File: config.mk
export PLATFORM = sky130hd
export DESIGN_NAME = counter_seq_ctrl
export DESIGN_NICKNAME = d
export VERILOG_FILES = /design/src/rtl/counter_seq_ctrl.sv
export SDC_FILE = /design/constraint.sdc
export NUM_CORES = 1
export LEC_CHECK = 0
export ABC_AREA = 1
export BUFFER_PORTS_ARGS = -buffer_cell sky130_fd_sc_hd__buf_2
export CAP_MARGIN = 10
export CORE_AREA = 3 3 44 46
export CTS_CLUSTER_DIAMETER = 150
export DETAILED_ROUTE_END_ITERATION = 8
export DIE_AREA = 0 0 47 49
export HOLD_SLACK_MARGIN = 0.12
export PLACE_DENSITY_LB_ADDON = 0.05
export SLEW_MARGIN = 20
export SYNTH_ARGS = -nofsm -noshare
export SYNTH_HDL_FRONTEND = slang
export SYNTH_SLANG_ARGS = --single-unit
File: constraint.sdc
create_clock -name clk -period 2.55 [get_ports clk]
set_input_delay 0.51 -clock clk [delete_from_list [all_inputs] [get_ports clk]]
set_output_delay 0.51 -clock clk [all_outputs]
set_load 0.1 [all_outputs]
File: src/rtl/counter_seq_ctrl.sv
// -----------------------------------------------------------------------------
// counter_seq_ctrl
//
// Sequencer for an external WIDTH-bit up-counter. It drives the counter's
// synchronous clear and count enable and watches the counter value, so the
// counter behaves as a programmable one-shot or periodic timer with
// start/stop/pause control, a terminal-count done pulse and a period tally.
//
// Ports
//   clk        in   system clock, rising edge
//   reset      in   asynchronous reset, active low
//   start      in   begin a run; accepted only in IDLE or DONE
//   stop       in   abort and return to IDLE; highest priority
//   pause      in   level; freezes counting while high in RUN/HOLD
//   mode       in   0 = one-shot, 1 = periodic; sampled when start is accepted
//   limit      in   terminal value; sampled when start is accepted
//   cnt_q      in   current counter value
//   cnt_en     out  counter increment enable (combinational)
//   cnt_clr    out  counter synchronous clear, wins over cnt_en (combinational)
//   busy       out  high in RUN or HOLD
//   done       out  registered one-cycle pulse per terminal event
//   period_cnt out  terminal events since last start accept, wraps
//   state      out  FSM state: IDLE=00, RUN=01, HOLD=10, DONE=11
// -----------------------------------------------------------------------------
module counter_seq_ctrl #(
   parameter int WIDTH = 4,
   parameter int PER_W = 4
) (
   input  logic             clk,
   input  logic             reset,
   input  logic             start,
   input  logic             stop,
   input  logic             pause,
   input  logic             mode,
   input  logic [WIDTH-1:0] limit,
   input  logic [WIDTH-1:0] cnt_q,
   output logic             cnt_en,
   output logic             cnt_clr,
   output logic             busy,
   output logic             done,
   output logic [PER_W-1:0] period_cnt,
   output logic [1:0]       state
);

   typedef enum logic [1:0] {
      ST_IDLE = 2'b00,
      ST_RUN  = 2'b01,
      ST_HOLD = 2'b10,
      ST_DONE = 2'b11
   } state_t;

   state_t           cur_state;
   state_t           nxt_state;
   logic             mode_r;
   logic [WIDTH-1:0] limit_r;
   logic             start_acc;
   logic             term;

   localparam logic [PER_W-1:0] PER_ONE = {{(PER_W-1){1'b0}}, 1'b1};

   assign state = cur_state;

   // Control requests are single-cycle level samples, no handshake:
   // start/stop/pause are looked at on every rising edge, priority
   // stop > start > pause > terminal. start is only taken in IDLE or DONE
   // and is silently dropped otherwise; there is no acknowledge other than
   // the state moving to RUN.
   always_comb begin
      nxt_state = cur_state;
      start_acc = start & ~stop & ((cur_state == ST_IDLE) | (cur_state == ST_DONE));
      // Terminal is suppressed by pause so a paused run reaching the limit
      // takes its terminal after resuming.
      term      = (cur_state == ST_RUN) & ~stop & ~pause & (cnt_q == limit_r);
      // In periodic mode the terminal cycle clears the counter so the next
      // period starts at 0; in one-shot mode the counter simply holds.
      cnt_clr   = (cur_state == ST_IDLE) | stop | start_acc | (term & mode_r);
      cnt_en    = (cur_state == ST_RUN) & ~stop & ~pause & ~term;
      busy      = (cur_state == ST_RUN) | (cur_state == ST_HOLD);

      case (cur_state)
         ST_IDLE: begin
            if (start_acc) nxt_state = ST_RUN;
         end
         ST_RUN: begin
            if (stop)                nxt_state = ST_IDLE;
            else if (pause)          nxt_state = ST_HOLD;
            else if (term && !mode_r) nxt_state = ST_DONE;
         end
         ST_HOLD: begin
            if (stop)        nxt_state = ST_IDLE;
            else if (!pause) nxt_state = ST_RUN;
         end
         ST_DONE: begin
            if (stop)           nxt_state = ST_IDLE;
            else if (start_acc) nxt_state = ST_RUN;
         end
         default: nxt_state = ST_IDLE;
      endcase
   end

   always_ff @(posedge clk or negedge reset) begin
      if (!reset) begin
         cur_state  <= ST_IDLE;
         done       <= 1'b0;
         period_cnt <= '0;
         mode_r     <= 1'b0;
         limit_r    <= '0;
      end else begin
         cur_state <= nxt_state;
         done      <= term;
         // start_acc and term are mutually exclusive (different states).
         if (start_acc) begin
            limit_r    <= limit;
            mode_r     <= mode;
            period_cnt <= '0;
         end else if (term) begin
            period_cnt <= period_cnt + PER_ONE;
         end
      end
   end

endmodule
Yosys cells after proc, flatten, opt, wreduce, memory -nomap -nowiden
Index checks and enable logic that the tools add are counted.

word-level totals
  word-level logic and storage cells = 42
  output and inout bits = 10
  register bits after elaboration = 12
  bits of input ports = 14

operators by class
  reduce and logical (&&, ||, !) cells = 5
  multiplexer cells = 10
  equality and inequality tests = 6
  bitwise operators = 15
  add/subtract/negate cells = 1

operator list
  operator                                                                 count
  2-bit two-way mux                                                        7
  4-bit two-way mux                                                        2
  2-bit one-hot mux with 4 select lines                                    1
  1-bit AND                                                                7
  1-bit OR                                                                 5
  4-bit by 1-bit adder with 4-bit output, second input constant            1
  2-bit == test, second input constant                                     2
  4-bit == test                                                            1
  4-bit by 3-bit inequality test with 1-bit output, second input constant  1
  3-bit inequality test, second input constant                             1
  1-bit inverter                                                           3
  2-bit by 1-bit == test with 1-bit output, second input constant          1
  2-bit logical NOT                                                        1
  2-bit AND reduction                                                      1
  2-bit nonzero test                                                       1
  1-bit logical AND                                                        1
  1-bit logical NOT                                                        1

Longest topological paths before layout
  depth in word-level cells = 9
  gate-level depth with buffers = 10
  depth with buffers taken out = 10

Worst setup path after synthesis
Ideal clock, no wire load.

  path kind = reg-to-output
  start = register cur_state[0], in the netlist state[0]
  end = output port cnt_clr
  slack = -1.276 ns
  buffers on the path = 1
  cell stages (with the launch flop) = 7
  arrival = 3.316 ns
  data required time = 2.040 ns
  path through = dfrtp_1 -> inv_1 -> ha_1 -> inv_1 -> nand3_2 -> buf_2 -> o211ai_1

on the way
  word-level cells in the longest chain between the ends = 6
  elaborated cells between the ends (all ways) = 12
  those cells by class = eq/ne: 2; bitwise: 9; reduce/logical: 1

ends and longest elaborated chain
  item                                      line  RTL
  from (decl)                               52    state_t cur_state;
  from (signal assigned)                    109   cur_state <= nxt_state;
  2-bit by 1-bit == test with 1-bit output  73    term = (cur_state == ST_RUN) & ~stop & ~pause & (cnt_q == limit_r);
  1-bit AND (3 in series)                   73
  1-bit AND                                 76    cnt_clr = (cur_state == ST_IDLE) | stop | start_acc | (term & mode_r);
  1-bit OR (*)                              76
  to (decl)                                 38    output logic cnt_clr,

Every way passes the cells marked *; elsewhere a longest branch is shown, timed or not.

Worst setup path in the final report
  start = register cur_state[1], in the netlist state[1]
  end = output port cnt_clr

Same word-level chain as after synthesis.

==> results.yml <==
power:
  ir_drop_v: 0.000604
  switching_share_pct: 53.8
  p_switching_mw: 0.581
  p_clk_share_pct: 11.0
  combPwrFrac_pct: 61.2
  power_mw: 1.08
  p_int_mw: 0.499
  cellPowerDensity_mw_per_mm2: 1030
  p_leak_nw: 0.620
  sequentialPowerShare_pct: 27.8
timing:
  setup_ws_ps: 257
  skew_ps: 4.01
  hold_viol_final: 0
  slew_headroom_pct: 67.7
  setup_viol: 0
  rsz0062_at_grt: "false"
  drv_slew: 0
  fin_crit_sh_pct: 89.9
  fmax_ghz: 0.436
  period_needed_ps: 2290
  worst_slew_pin_slew_ps: 488
  whs_ps: 435
layout:
  fin_area_mm2: 0.00105
  diodes: 0
  final_util_pct: 68.0
  syn_to_final_growth_pct: 27.2
  fin_nets: 154
  drive_gt1_share_pct: 38.1
  final_common_cell: "nand2_1"
  final_cell_mix: "31 x nand2_1, 22 x buf_2, 11 x inv_1, 11 x nand3_1, 10 x dfrtp_1"
die:
  die-area_mm2: 0.00230
  chipWidth_um: 47
  num_io_pins: 24
  start_util_pct: 53.5
  dieHeight_um: 49
  fp.coreArea_mm2: 0.00154
  std_cell_rows: 14
logic_synthesis:
  ys_seq_area_share_pct: 36.4
  syn_inst: 106
  synthTopCellsByArea: "dfrtp_1 36%, nand2_1 14%, ha_1 7.6%"
  yosysTopAreaCell: "dfrtp_1"
  yosys_warnings: 0
  ys_ff_latch: 12
  synth_top_area_share_pct: 36.4
  syn_area_um2: 825
  yosysUniqueCellTypes: 23
  synth_nets: 125
  synth_area_per_cell_um2: 7.78
placement:
  gp_congestion: 0.760
  hpwl_mm: 1.21
  placed_area_mm2: 0.00101
  numPortBuffers: 23
  pre_cts_ws_ps: 535
routing:
  dr.pass1.iters: 4
  route.vias.total: 731
  wl_per_cell_um: 9.97
  drtIter0Drc: 6
  drtAntennaViolNets: 0
  wirelength_mm: 1.50
  drc: 0
  via_per_inst: 4.87
setup_path:
  cp-start-kind: "flip-flop"
  endpoint_kind: "primary output"
  critical_path_arrival_ps: 1780
  path_class: "reg -> out"
  worstPathRequired_ps: 2040
  critPathMaxFanout: 7
global_route:
  grt-ovfl-total: 0
  grt_max_degree: 14
  grt_pass1_vias: 661
  gr-usage-all-layers_pct: 15.6
  antenna_found_initial: 0
  grt_pass1_wl_mm: 2.66
clocking:
  cts_buffers: 3
  root_buffer: "clkbuf_4"
  htree_levels: 1
  cts_buffer_depth: 2
  cts.clk_slew.worst_paths_ps: 70
  cts_setup_buffers: 0
  clkLatencyLatePin_ps: 270
  clock_sinks: 12
  cts_tree: "yes"
job:
  drv_cap: 0
run_status:
  outcome: "completed"
hold_path:
  hp-class: "in -> reg"
## Yosys cell counts
| library cell | n |
|---|---|
| nand2_4 | 1 |
| ha_1 | 5 |
| nand4_1 | 1 |
| clkinv_4 | 1 |
| o21ai_0 | 1 |
| nand2_1 | 31 |
| inv_2 | 5 |
| nand2_2 | 6 |
| o211ai_1 | 1 |
| nor2_8 | 1 |
| nand3b_1 | 2 |
| nor2_4 | 2 |
| nand3_1 | 11 |
| dfrtp_1 | 12 |
| xor2_1 | 2 |
| a21oi_1 | 1 |
| buf_2 | 1 |
| nor2_2 | 1 |
| nand3_4 | 1 |
| nor2_1 | 3 |
| o21ai_1 | 4 |
| nand3_2 | 1 |
| inv_1 | 12 |
## power groups by stage
stage	combinational (mW)	clock (mW)	sequential (mW)
2_1_floorplan	0.460	0	0.402
3_3_place_gp	0.656	0	0.303
3_5_place_dp	0.661	0	0.305
4_1_cts	0.667	0.126	0.302
5_1_grt	0.713	0.134	0.312
6_report	0.661	0.119	0.300
## sequential cells by signal (all words and copies together), names as in the netlist
name / cells
done: 1
state: 2
limit_r: 4
mode_r: 1
period_cnt: 4
## final timing paths
path	start	slack, ps	to	cells past startpoint
setup / recovery	state[1]	260	cnt_clr	7
setup reg to reg	state[0]	880	state[0]	10
max in group asynchronous	reset	1670	state[0]	2
hold / removal	limit[1]	430	limit_r[1]	3
hold reg to reg	limit_r[1]	500	limit_r[1]	2
min in group asynchronous	reset	640	limit_r[3]	2
## area by class of cell
class / instances / area (um^2)
fill: 139 / 493
multi-input combinational: 75 / 472
sequential: 12 / 308
timing repair buffer: 25 / 148
inverter: 18 / 75.1
clock buffer: 4 / 26.3
tap: 16 / 20.0
## per-stage QoR
stage | std cells | setup TNS (ps)
CTS | 150 | 0
global placement | 145 | 0
detailed placement | 145 | 0
global route | 150 | 0
floorplan | 106 | -562
finish | 150 | 0
## critical path, stage by stage, from the launching register on
cell,delay (ps)
dfrtp_4,520
inv_4,90
ha_4,140
nand2_4,70
nor2_8,120
nand2_2,60
o211ai_1,290
buf_12,220
## routing by layer
layer  track usage, %  part of all wire [%]  up-vias
met3             5.54                   4.7        2
li1                 -                     -      391
met2             24.2                    49       17
met1             20.0                    46      321
met4             4.15                  0.80        0
met5                0                     0        -
## repair_timing
action                                 CTS  global route
endpoints found under the hold margin   12             0
gates resized for setup                  0             0
hold buffers                             1             0
## logic make-up after synthesis
family                   count (synthesis)  share of synthesized area (%)
AND/OR/NAND/NOR                         61                           39.9
buffers and inverters                   19                           9.41
flip-flops                              12                           36.4
AO/OA/AOI/OAI                            7                           4.55
adder cells (fa/ha/maj)                  5                           7.59
XOR/XNOR                                 2                           2.12
No activity file was read; power rests on OpenSTA's default activity.
